`src/rtl/dmem_stall.sv`:
```
// dmem_stall: DEPTH x 32-bit data memory with a programmable access latency.
// The MEM stage is frozen through stall until the one-cycle done pulse.
// Optional feature macro: DMEM_MISALIGN_TRAP_EN. When it is defined, misaligned
// half/word accesses are trapped. When it is undefined, they are force-aligned.
module dmem_stall #(
  parameter int unsigned DEPTH   = 64,
  parameter int unsigned LATENCY = 2
) (
  input  logic        clk,
  input  logic        reset,
  input  logic        req,
  input  logic        memwrite,
  input  logic [1:0]  size,
  input  logic        unsigned_ld,
  input  logic [31:0] dataadr,
  input  logic [31:0] writedata,
  output logic [31:0] readdata,
  output logic        stall,
  output logic        done,
  output logic        misalign
);

  localparam int unsigned AW   = $clog2(DEPTH);
  localparam int unsigned CW   = (LATENCY > 2) ? $clog2(LATENCY) : 1;
  // With LATENCY=1 there are no BUSY cycles: the access happens on the accept edge.
  localparam bit          FAST = (LATENCY == 1);

  typedef enum logic [1:0] {S_IDLE, S_BUSY, S_DONE} state_t;

  state_t          state, state_nxt;
  logic [CW-1:0]   counter;
  logic            l_we, l_uns;
  logic [1:0]      l_size;
  logic [AW+1:0]   l_addr;
  logic [31:0]     l_wdata;
  logic [31:0]     mem [DEPTH];

  logic            acc_we, acc_uns, do_access, misal;
  logic [1:0]      acc_size, lane;
  logic [AW+1:0]   acc_addr;
  logic [31:0]     acc_wdata, old_word, new_word, load_val;
  logic [7:0]      ld_byte;
  logic [15:0]     ld_half;

  // State register.
  always_ff @(posedge clk) begin
    if (reset) state <= S_IDLE;
    else       state <= state_nxt;
  end

  // Next-state logic. BUSY counts the latched counter down to 1.
  // The access is then performed on the edge that leaves BUSY.
  always_comb begin
    state_nxt = state;
    case (state)
      S_IDLE: if (req) state_nxt = FAST ? S_DONE : S_BUSY;
      S_BUSY: if (counter == CW'(1)) state_nxt = S_DONE;
      S_DONE: state_nxt = S_IDLE;
      default: state_nxt = S_IDLE;
    endcase
  end

  // Output logic: the stall signal is driven combinationally.
  always_comb begin
    stall = 1'b0;
    case (state)
      S_IDLE:  stall = req;
      S_BUSY:  stall = 1'b1;
      default: stall = 1'b0;
    endcase
  end

  // Request latch and latency counter.
  always_ff @(posedge clk) begin
    if (reset) begin
      counter <= '0;
      l_we    <= 1'b0;
      l_uns   <= 1'b0;
      l_size  <= 2'b00;
      l_addr  <= '0;
      l_wdata <= '0;
    end else if (state == S_IDLE && req) begin
      counter <= CW'(LATENCY - 1);
      l_we    <= memwrite;
      l_uns   <= unsigned_ld;
      l_size  <= size;
      l_addr  <= dataadr[AW+1:0];
      l_wdata <= writedata;
    end else if (state == S_BUSY && counter != CW'(1)) begin
      counter <= counter - CW'(1);
    end
  end

  // Access operands are live inputs on the accept edge and the latched copy afterwards.
  always_comb begin
    acc_we    = (state == S_IDLE) ? memwrite         : l_we;
    acc_uns   = (state == S_IDLE) ? unsigned_ld      : l_uns;
    acc_size  = (state == S_IDLE) ? size             : l_size;
    acc_addr  = (state == S_IDLE) ? dataadr[AW+1:0]  : l_addr;
    acc_wdata = (state == S_IDLE) ? writedata        : l_wdata;
    do_access = !reset && ((state == S_IDLE && req && FAST) ||
                           (state == S_BUSY && counter == CW'(1)));
  end

  // Lane selection, alignment handling, load extension and store merge.
  always_comb begin
`ifdef DMEM_MISALIGN_TRAP_EN
    misal = (acc_size == 2'b01 && acc_addr[0]) ||
            (acc_size[1] && acc_addr[1:0] != 2'b00);
    lane  = acc_addr[1:0];
`else
    misal = 1'b0;
    case (acc_size)
      2'b00:   lane = acc_addr[1:0];
      2'b01:   lane = {acc_addr[1], 1'b0};
      default: lane = 2'b00;
    endcase
`endif
    old_word = mem[acc_addr[AW+1:2]];
    ld_byte  = old_word[{lane, 3'b000} +: 8];
    ld_half  = old_word[{lane[1], 4'b0000} +: 16];
    new_word = old_word;
    case (acc_size)
      2'b00: begin
        load_val = {{24{~acc_uns & ld_byte[7]}}, ld_byte};
        new_word[{lane, 3'b000} +: 8] = acc_wdata[7:0];
      end
      2'b01: begin
        load_val = {{16{~acc_uns & ld_half[15]}}, ld_half};
        new_word[{lane[1], 4'b0000} +: 16] = acc_wdata[15:0];
      end
      default: begin
        load_val = old_word;
        new_word = acc_wdata;
      end
    endcase
  end

  // Storage write. A trapped store, or one cut off by reset, never commits.
  always_ff @(posedge clk) begin
    if (do_access && acc_we && !misal) mem[acc_addr[AW+1:2]] <= new_word;
  end

  // Registered completion outputs.
  always_ff @(posedge clk) begin
    if (reset) begin
      done     <= 1'b0;
      misalign <= 1'b0;
      readdata <= '0;
    end else begin
      done     <= do_access;
      misalign <= do_access && misal;
      if (do_access) readdata <= (acc_we || misal) ? 32'h0 : load_val;
    end
  end

endmodule

```
`config.mk`:
```
export PLATFORM = sky130hd
export DESIGN_NAME = dmem_stall
export DESIGN_NICKNAME = d
export VERILOG_FILES = /design/src/rtl/dmem_stall.sv
export SDC_FILE = /design/constraint.sdc
export NUM_CORES = 2
export LEC_CHECK = 0
export CORE_UTILIZATION = 30
export CTS_BUF_LIST = sky130_fd_sc_hd__clkbuf_8
export CTS_CLUSTER_DIAMETER = 80
export DETAILED_ROUTE_END_ITERATION = 7
export PLACE_DENSITY = 0.5
export REMOVE_ABC_BUFFERS = 1
export SKIP_LAST_GASP = 1
export SYNTH_ARGS = -nofsm -noshare
export SYNTH_HDL_FRONTEND = slang
export SYNTH_SLANG_ARGS = --single-unit
```
`constraint.sdc`:
```
create_clock -name clk -period 9 [get_ports clk]
set_clock_uncertainty 0.1 [all_clocks]
set_input_delay 1.8 -clock clk [delete_from_list [all_inputs] [get_ports clk]]
set_output_delay 1.8 -clock clk [all_outputs]
set_load 0.01 [all_outputs]
```
==> impl_results.md <==
* Run status: finished clean
* Num ports at ~110
* Die Wd at 525 um
* Relative slew slack at 0.00761
* Hold Path Class: reg2reg
* Hold Fails Final Rpt at 0
* Slew @ Worst Pin at 1.49 ns
* Initial DRC count at 8041
* Placer Congestion at 0.899
* Post-CTS Setup Bufs at 0
* Worst-path clk slew at around 0.06 ns
* Register area share after synthesis at 0.768
* Hold_buf cts at 0
* Port buffer count at 80
* Final net count at a little under 6000
* Slowest stage delay, CP at 0.99 ns
* Top delay family on crit path: buffers and inverters
* Power per cell area at between 200 and 250 mW/mm2
* Antenna violations before repair at 17
* Total Negative Setup Slacks at 0 ns
* Initial Util at 0.303
* CP startpoint kind: input pin
* Pre-antenna DRT Iters at 6
* Clk buf depth at 4
* Max Fanout on Critical Path at 64
* Final core occ at 0.352
* Num rows at 191
* Top cells by area, synth: edfxtp_1, o22ai_1, nand2_1
* Max Freq at around 150 MHz
* Largest net degree at the start of global routing at 97
* Reg power frac at 0.518
* Share of the synthesized area in the top cell type at 0.748
* Total power at 22.3 mW
* Gate Count Post-Synth at 5457
* Avg Vias per Cell at 5.77
* Crit path kind: in2reg
* Clk_lat worst skew at 1.09 ns
* Crit path max-delay cell type: nor4_1
* Critical Path AT at 7.21 ns
* Tcrit/Tclk final at 0.728
* Max-slew violations at 0
* Comb pwr share at 0.125
* YS warnings at 0
* Internal power at 16.2 mW
* Die ar. at approximately 0.28 mm2
* Fillers at approximately 26000
* Layout cell share with drive strength beyond 1 at 0.140
* Post-synth top area cell: edfxtp_1
* Synthesis-to-layout area growth at 16.5%
* Total CTS buffers at between 300 and 400
* Root Driver: clkbuf_8
* First-pass GRT wire length at 439000 um
* Final WL at 326000 um
* Clock share of power at 0.357
* Drt wl/cell at 33.7 um
* Element type at the critical path end: flip-flop
* CP dominant cell by count: buf_4
* Post_cts resized at 0
* FF+latch count, synth at ~2100
* Hpwl dp at 186000 um
* Switching Share at 0.274
* Leakage at 30.2 nW
* Hold slack at around 0.35 ns
* Metal-1 WL at 129000 um
* Synth top cells by count: edfxtp_1, nand2_1, o22ai_1
* Most frequent cell after synthesis: edfxtp_1
* Synth async-reset ratio at 0
* CTS tree: built
* Aggregate global-route resource usage at 0.228
* EDFF count, synth at between 2000 and 2500
* Clock sink total at around 2100
* Max VDD drop at 0.137 mV
* Vias in the first global route at 52278
* Metal3 WL at 33300 um
* Netlist cell types at 79
* Core Area at roughly 0.27 mm2
* H-tree Lvls at 5
* Bufs and invs on worst path at 4
* Syn Std Cell Area at about 0.082 mm2
* Max_cap viols at 0
* P_sw at 6.13 mW
* DRT antenna net count at 0
* Avg Cell Area, Syn at approximately 15 um2
* Uppermost layer routed: met5
* Die Ht at between 500 and 600 um
* Routed vias at 55747
* Met2 Wirelength at ~150000 um
* RSZ-0062 raised after global routing: false
* Worst EP required at a little under 10 ns
* DRC errors left at 0
* # setup viols final at 0
* Crit-path cells: clkdlybuf4s50_1, nor2_1, o21ai_4, buf_4, buf_4, o22ai_1, o21ai_0, nand2_1, nor4_1, and3_1, a21oi_1, o221ai_4, buf_4
* Min cycle time layout at 6.55 ns
* Gr ovfl total at 0
* Synth Flop Type: edfxtp_1
[stage by stage]
stage	cells	instance area, um2	worst slack (ns)
floorplan	5080	80300	-10.06
global placement	9007	89300	1.69
detailed placement	9007	89300	1.70
CTS	9651	95700	2.79
global route	9654	95800	2.51
finish	9656	95800	2.45
[power groups by stage]
stage / clock, mW / combinational [mW] / sequential, mW
after floorplan: 0 / 1.35 / 11.9
after global placement: 0 / 2.68 / 11.8
after detailed placement: 0 / 2.72 / 11.8
after CTS: 8.08 / 2.73 / 11.6
after global routing: 8.49 / 2.90 / 11.6
final: 7.98 / 2.78 / 11.6
[worst reg2reg max path: stages (launching register included)]
cell      delay (ns)
dfxtp_1         0.82
or2_2           0.75
mux2i_4         0.36
buf_12          0.30
buf_4           0.68
o22ai_1         0.24
a22oi_1         0.27
a41oi_1         0.16
nor4_1          1.00
and3_1          0.43
a21oi_1         0.15
o221ai_4        0.22
buf_4           0.53
[final timing paths]
| check | start | to | slack [ns] | cells after the start |
|---|---|---|---|---|
| max reg2reg | state[1]$_SDFFE_PP0P_ | mem[20][23]$_DFFE_PP_ | 2.62 | 12 |
| max | dataadr[4] | mem[20][23]$_DFFE_PP_ | 2.45 | 13 |
| min reg2reg | readdata[1]$_SDFFE_PP0P_ | readdata[1]$_SDFFE_PP0P_ | 0.35 | 2 |
| min | readdata[1]$_SDFFE_PP0P_ | readdata[1]$_SDFFE_PP0P_ | 0.35 | 2 |
[cell type report]
| type | count | area (um2) | area share |
|---|---|---|---|
| multi-input combinational | 2948 | 18200 | 0.191 |
| clock buffer | 384 | 5290 | 0.0552 |
| tap | 3570 | 4470 | 0.0466 |
| sequential | 2128 | 63100 | 0.659 |
| timing repair buffer | 357 | 3490 | 0.0364 |
| clock inverter | 260 | 1140 | 0.0119 |
| antenna | 5 | 12.5 | 0.000131 |
| inverter | 4 | 15.0 | 0.000157 |
[registers in the layout, summed over array words and instances (netlist names), 2 cells and up]
| register | cells |
|---|---|
| l_wdata | 32 |
| state | 2 |
| readdata | 32 |
| l_addr | 8 |
| mem | 2048 |
| l_size | 2 |
[routing by layer]
metal / vias to the layer above / global-route usage
li1: 22612 / -
met1: 29046 / 0.305
met2: 3376 / 0.349
met3: 707 / 0.0503
met4: 6 / 0.113
met5: - / 0
[cell usage in the layout, fill, tap and decap left out, types with 42 or more instances in the layout]
cell / count
edfxtp_1: 2048
nand2_1: 658
o22ai_1: 649
clkbuf_8: 384
buf_4: 229
a21oi_1: 162
nand3_1: 161
inv_1: 140
o211ai_1: 138
mux2i_1: 133
nor2_1: 125
a31oi_1: 98
nor3_1: 94
clkinv_1: 90
dfxtp_1: 79
clkdlybuf4s50_1: 78
nor4_1: 72
nand2b_1: 70
nor2_4: 68
and3_1: 62
a211oi_1: 56
buf_12: 49
o221ai_1: 42
[logic make-up after synthesis]
family	after synthesis	share of synthesized area
other cells	1	0.0000456
simple gates	1389	0.0770
fa+ha+maj	3	0.000457
compound gates	1410	0.114
buf+inv	381	0.0228
mux	145	0.0179
flops	2128	0.768
Note: power is estimated with default switching activity, not from simulation.
